<file path="src/rtl/dino_sprite_ctrl.sv">
// Dino sprite controller: animation state machine plus a 3-stage beam-to-pixel
// pipeline that addresses the sprite ROM and serialises the returned row.
module dino_sprite_ctrl #(
  parameter int ANIM_TICKS = 6,
  parameter int SPR_W      = 22,
  parameter int SPR_H      = 47
) (
  input  logic             clk,
  input  logic             rst_n,
  input  logic             frame_tick,
  input  logic             game_run,
  input  logic             airborne,
  input  logic             game_over,
  input  logic [9:0]       h_cnt,
  input  logic [9:0]       v_cnt,
  input  logic [9:0]       dino_x,
  input  logic [9:0]       dino_y,
  input  logic [SPR_W-1:0] rom_data,
  output logic [11:0]      addr_dino,
  output logic             pixel_on,
  output logic             frame_sel,
  output logic [2:0]       anim_state
);

  localparam int CNT_W = (ANIM_TICKS > 1) ? $clog2(ANIM_TICKS) : 1;
  localparam logic [CNT_W-1:0] CNT_LAST = CNT_W'(ANIM_TICKS - 1);

  typedef enum logic [2:0] {
    S_IDLE  = 3'd0,
    S_RUN_A = 3'd1,
    S_RUN_B = 3'd2,
    S_AIR   = 3'd3,
    S_DEAD  = 3'd4
  } state_e;

  state_e           state_q, state_d;
  logic [CNT_W-1:0] cnt_q, cnt_d;
  logic             frame_q, frame_d;

  logic [10:0]      x_end_s, y_end_s;
  logic [4:0]       col0_s;
  logic [5:0]       row0_s;
  logic             in_box_s;

  logic [11:0]      addr_q, addr_d;
  logic [4:0]       col1_q, col1_d;
  logic             v1_q, v1_d;
  logic [4:0]       col2_q, col2_d;
  logic             v2_q, v2_d;
  logic             pix_q, pix_d;
  logic [31:0]      rom_ext_s;
  logic [4:0]       bit_idx_s;

  // Animation next-state: only evaluated on a frame tick, priority dead > air > idle > run.
  always_comb begin
    state_d = state_q;
    cnt_d   = cnt_q;
    if (frame_tick) begin
      if (game_over) begin
        state_d = S_DEAD;
        cnt_d   = '0;
      end else if (airborne) begin
        state_d = S_AIR;
        cnt_d   = '0;
      end else if (!game_run) begin
        state_d = S_IDLE;
        cnt_d   = '0;
      end else begin
        case (state_q)
          S_RUN_A: begin
            if (cnt_q == CNT_LAST) begin
              state_d = S_RUN_B;
              cnt_d   = '0;
            end else begin
              cnt_d = cnt_q + CNT_W'(1);
            end
          end
          S_RUN_B: begin
            if (cnt_q == CNT_LAST) begin
              state_d = S_RUN_A;
              cnt_d   = '0;
            end else begin
              cnt_d = cnt_q + CNT_W'(1);
            end
          end
          default: begin
            state_d = S_RUN_A;
            cnt_d   = '0;
          end
        endcase
      end
    end else begin
      state_d = state_q;
      cnt_d   = cnt_q;
    end
    frame_d = (state_d == S_RUN_B);
  end

  // Animation state, tick counter and frame select registers.
  always_ff @(posedge clk or negedge rst_n) begin
    if (!rst_n) begin
      state_q <= S_IDLE;
      cnt_q   <= '0;
      frame_q <= 1'b0;
    end else begin
      state_q <= state_d;
      cnt_q   <= cnt_d;
      frame_q <= frame_d;
    end
  end

  // Stage 0: bounding box in 11 bits so sprites near the screen edge clip instead of wrapping.
  always_comb begin
    x_end_s  = {1'b0, dino_x} + 11'(SPR_W);
    y_end_s  = {1'b0, dino_y} + 11'(SPR_H);
    col0_s   = h_cnt[4:0] - dino_x[4:0];
    row0_s   = v_cnt[5:0] - dino_y[5:0];
    in_box_s = (h_cnt >= dino_x) && ({1'b0, h_cnt} < x_end_s) &&
               (v_cnt >= dino_y) && ({1'b0, v_cnt} < y_end_s);
  end

  // Stages 1-3 next values; the bit select is widened so off-box columns never index out of range.
  always_comb begin
    if (in_box_s) begin
      addr_d = {3'b000, frame_q, 2'b00, row0_s};
    end else begin
      addr_d = 12'h000;
    end
    col1_d    = col0_s;
    v1_d      = in_box_s;
    col2_d    = col1_q;
    v2_d      = v1_q;
    rom_ext_s = 32'(rom_data);
    bit_idx_s = 5'(SPR_W - 1) - col2_q;
    pix_d     = v2_q & rom_ext_s[bit_idx_s];
  end

  // Pixel pipeline registers.
  always_ff @(posedge clk or negedge rst_n) begin
    if (!rst_n) begin
      addr_q <= 12'h000;
      col1_q <= 5'd0;
      v1_q   <= 1'b0;
      col2_q <= 5'd0;
      v2_q   <= 1'b0;
      pix_q  <= 1'b0;
    end else begin
      addr_q <= addr_d;
      col1_q <= col1_d;
      v1_q   <= v1_d;
      col2_q <= col2_d;
      v2_q   <= v2_d;
      pix_q  <= pix_d;
    end
  end

  assign addr_dino  = addr_q;
  assign pixel_on   = pix_q;
  assign frame_sel  = frame_q;
  assign anim_state = state_q;

endmodule

</file>
<file path="config.mk">
export PLATFORM = sky130hd
export DESIGN_NAME = dino_sprite_ctrl
export DESIGN_NICKNAME = d
export VERILOG_FILES = /design/src/rtl/dino_sprite_ctrl.sv
export SDC_FILE = /design/constraint.sdc
export NUM_CORES = 1
export LEC_CHECK = 0
export ABC_AREA = 1
export ABC_CLOCK_PERIOD_IN_PS = 1400
export CORE_ASPECT_RATIO = 0.75
export CORE_UTILIZATION = 43
export DETAILED_ROUTE_END_ITERATION = 16
export MAX_ROUTING_LAYER = met4
export PLACE_DENSITY = 0.87
export SLEW_MARGIN = 20
export SYNTH_ARGS = -nofsm -noshare
export SYNTH_HDL_FRONTEND = slang
export SYNTH_SLANG_ARGS = --single-unit
</file>
<file path="constraint.sdc">
create_clock -name clk -period 1.4 [get_ports clk]
set_input_delay 0.14 -clock clk [delete_from_list [all_inputs] [get_ports clk]]
set_output_delay 0.14 -clock clk [all_outputs]
set_load 0.005 [all_outputs]
</file>
==> impl_metrics.toml <==
[clock_network]
cts.path.max_buffers = 2
path_clk_slew_ns = 0.08
cts.htree.levels = 1
clkLatencyLatePin_ns = 0.26
root_buffer = "clkbuf_8"
cts-buffers-inserted = 3
clock_sinks = 27
cts_tree = "done"

[grt]
gr-total-overflow = 0
grt_max_degree = 28
antenna_found_initial = 0
first_global_vias = 2848
grt_usage_pct = 22.7
grt_pass1_wl_mm = 11.7

[sta]
fin_crit_sh_pct = 130
fmax_mhz = 548
tns_ns = -3.24
setup_viol = 8
rsz0062_at_grt = "true"
clock_skew_ns = 0.00124
slew_viol_final = 0
final.min_clock_period_ns = 1.83
hold_violations = 0
layout_setup_ws_ns = -0.426

[pwr]
switching_share_pct = 33.5
p_seq_share_pct = 33.8
power.density_mw_per_mm2 = 624
peakVddDrop_uv = 350
leakage_nw = 2.15
comb_power_share_pct = 50.7
power.share.clock_pct = 15.6
p_int_w = 0.00176
switchingPower_w = 0.000888

[cells_and_area]
final_cells = 575
layout-drive-gt1-share_pct = 27.2
stdcell_area_sq_mm = 0.00424
syn2layout_area_growth_pct = 62.8
final_net_count = 610
diodes = 0

[die]
io_pins = 85
die_y_microns = 69.4
initial_core_util_pct = 44.8
die_area_sq_mm = 0.00638
coreArea_sq_mm = 0.00583
die_w_microns = 91.9
num_rows = 24

[critical_path]
end_kind = "register"
worstSetupPathType = "in -> reg"
crit_required_ns = 1.60
crit_arrival_ns = 2.02
crit_fanout = 8
cp-start-kind = "input pin"

[routing]
postRouteAntennaNets = 0
dr.pass1.iters = 12
postRouteWirelength_mm = 6.90
wire_per_inst_microns = 12.0
viasPerCell = 4.80
vias = 2762
drt-initial-drc-count = 76
drcViolationCount = 0

[synth]
yosysWarnings = 0
ys_seq_area_share_pct = 25.9
syn_area_per_cell_sq_um = 7.54
ys.flop_type = "dfrtp_1"
ys_seq_elements = 27
async_reset_ff_share_pct = 100
synth_edf_count = 0
mappedNetlistArea_sq_mm = 0.00261
ys_types = 30
netlist_instances = 346

[worst_hold_path]
hold_path_class = "in -> async"

[status]
violations = "setup timing"
status = "complete, but fails checks"

[job]
maxCapViolCount = 0

[place]
routabilityCongestion = 0.908
portBuffers = 79
place_inst = 559
hpwl_mm = 5.57
placed_area_sq_mm = 0.00397
-- registers in the layout, indices dropped and copies added, names as in the netlist --
register / cells
addr_dino: 7
anim_state: 3
cnt_q: 3
col1_q: 5
col2_q: 5
frame_sel: 1
pixel_on: 1
v1_q: 1
v2_q: 1
-- what timing repair did --
item	CTS	global route
endpoints found under the setup margin	11	13
buffers inserted	10	3
gates resized for setup	64	35
hold buffers	0	0
pin swaps	34	34
-- cells in the mapped netlist, types with 4 or more instances --
| library cell | n | area [sq um] |
|---|---|---|
| inv_1 | 55 | 206 |
| nand3_2 | 4 | 40.0 |
| nand4_1 | 4 | 25.0 |
| ha_1 | 42 | 526 |
| nor2_1 | 35 | 131 |
| a21oi_1 | 20 | 100 |
| xor2_1 | 17 | 149 |
| buf_4 | 5 | 37.5 |
| nand2_1 | 62 | 233 |
| xnor2_1 | 7 | 61.3 |
| dfrtp_1 | 27 | 676 |
| nand3_1 | 14 | 70.1 |
| o21ai_0 | 25 | 125 |
-- stage by stage --
stage | util [%] | hold WS [ns] | total power (W) | worst slack [ns]
6_report | 72.9 | 0.231 | 0.00265 | -0.426
3_3_place_gp | 68.2 | 0.334 | 0.00206 | -1.06
5_1_grt | 72.9 | 0.277 | 0.00285 | -0.565
4_1_cts | 71.0 | 0.240 | 0.00258 | -0.394
3_5_place_dp | 68.2 | 0.336 | 0.00211 | -1.18
2_1_floorplan | - | -0.156 | 0.00153 | -0.352
-- final timing paths --
kind                       startpoint            to  slack, ns  cells past startpoint
max in group asynchronous       rst_n      pixel_on       0.92                      2
min in group clk            dino_x[1]     col1_q[1]       0.34                      4
setup reg to reg            col2_q[0]      pixel_on       0.03                      7
hold reg to reg             col1_q[3]     col2_q[3]       0.35                      0
hold / removal                  rst_n      cnt_q[0]       0.23                      2
setup / recovery            dino_y[1]  addr_dino[1]      -0.43                     19
-- critical path: stages --
cell and delay, ns:
buf_8 0.11, inv_16 0.05, ha_4 0.14, nand3_4 0.07, nand2_2 0.06, nand2_2 0.06
xor2_1 0.14, ha_1 0.33, nand2_2 0.09, inv_1 0.05, a21oi_2 0.12, nand2_1 0.06
nand2_1 0.06, nand2_1 0.04, nand2_1 0.05, nand2_1 0.07, nand2_2 0.10, nand3_4 0.13
nor2_2 0.14
-- routing by layer --
metal | vias up | track usage, % | share of wire, % | wire length [microns]
li1 | 1424 | - | - | -
met1 | 1253 | 27.4 | 44 | 3050
met2 | 77 | 41.6 | 50 | 3470
met3 | 8 | 1.43 | 4.3 | 300
met4 | 0 | 5.03 | 1.1 | 78
met5 | - | - | 0 | 0
-- area by class of cell --
type	instances	area [sq um]
inverters	56	231
flip-flops and latches	27	676
fillers	446	1580
well taps	78	97.6
clock buffers	4	45.0
repair buffers	151	1340
multi-input cells	259	1850
-- power by group through the flow --
stage / logic, W / clock network, W / registers [W]
6_report: 0.00134 / 0.000413 / 0.000895
5_1_grt: 0.00150 / 0.000448 / 0.000904
4_1_cts: 0.00126 / 0.000422 / 0.000894
3_5_place_dp: 0.00120 / 0 / 0.000906
3_3_place_gp: 0.00116 / 0 / 0.000902
2_1_floorplan: 0.000632 / 0 / 0.000900
-- cell families after synthesis --
| family | synth area share [%] |
|---|---|
| xor gates and xnor gates | 8.06 |
| other | 0.144 |
| adders and majority gates | 21.7 |
| DFF | 25.9 |
| buffers and inverters | 10.1 |
| muxes | 0.384 |
| and+or+nand+nor | 21.7 |
| AOI/OAI and AO/OA | 12.0 |
-- layout by cell type (no fill, tap or decap), drive strengths merged --
| cell type | count |
|---|---|
| o211ai | 3 |
| nand2 | 62 |
| xnor2 | 7 |
| dlygate4sd2 | 6 |
| or2 | 1 |
| nor2 | 37 |
| clkdlybuf4s15 | 2 |
| conb | 5 |
| ha | 42 |
| a32o | 1 |
| a21o | 1 |
| a21oi | 20 |
| clkdlybuf4s50 | 62 |
| fa | 2 |
| o21a | 2 |
| nor4 | 3 |
| clkbuf | 5 |
| nand4 | 4 |
| nor3 | 4 |
| a21boi | 2 |
| buf | 77 |
| dfrtp | 27 |
| o21ai | 26 |
| xor2 | 17 |
| dlymetal6s2s | 3 |
| o2111ai | 1 |
| mux2i | 1 |
| nand3 | 18 |
| inv | 56 |
(Power assumes the default switching activity.)
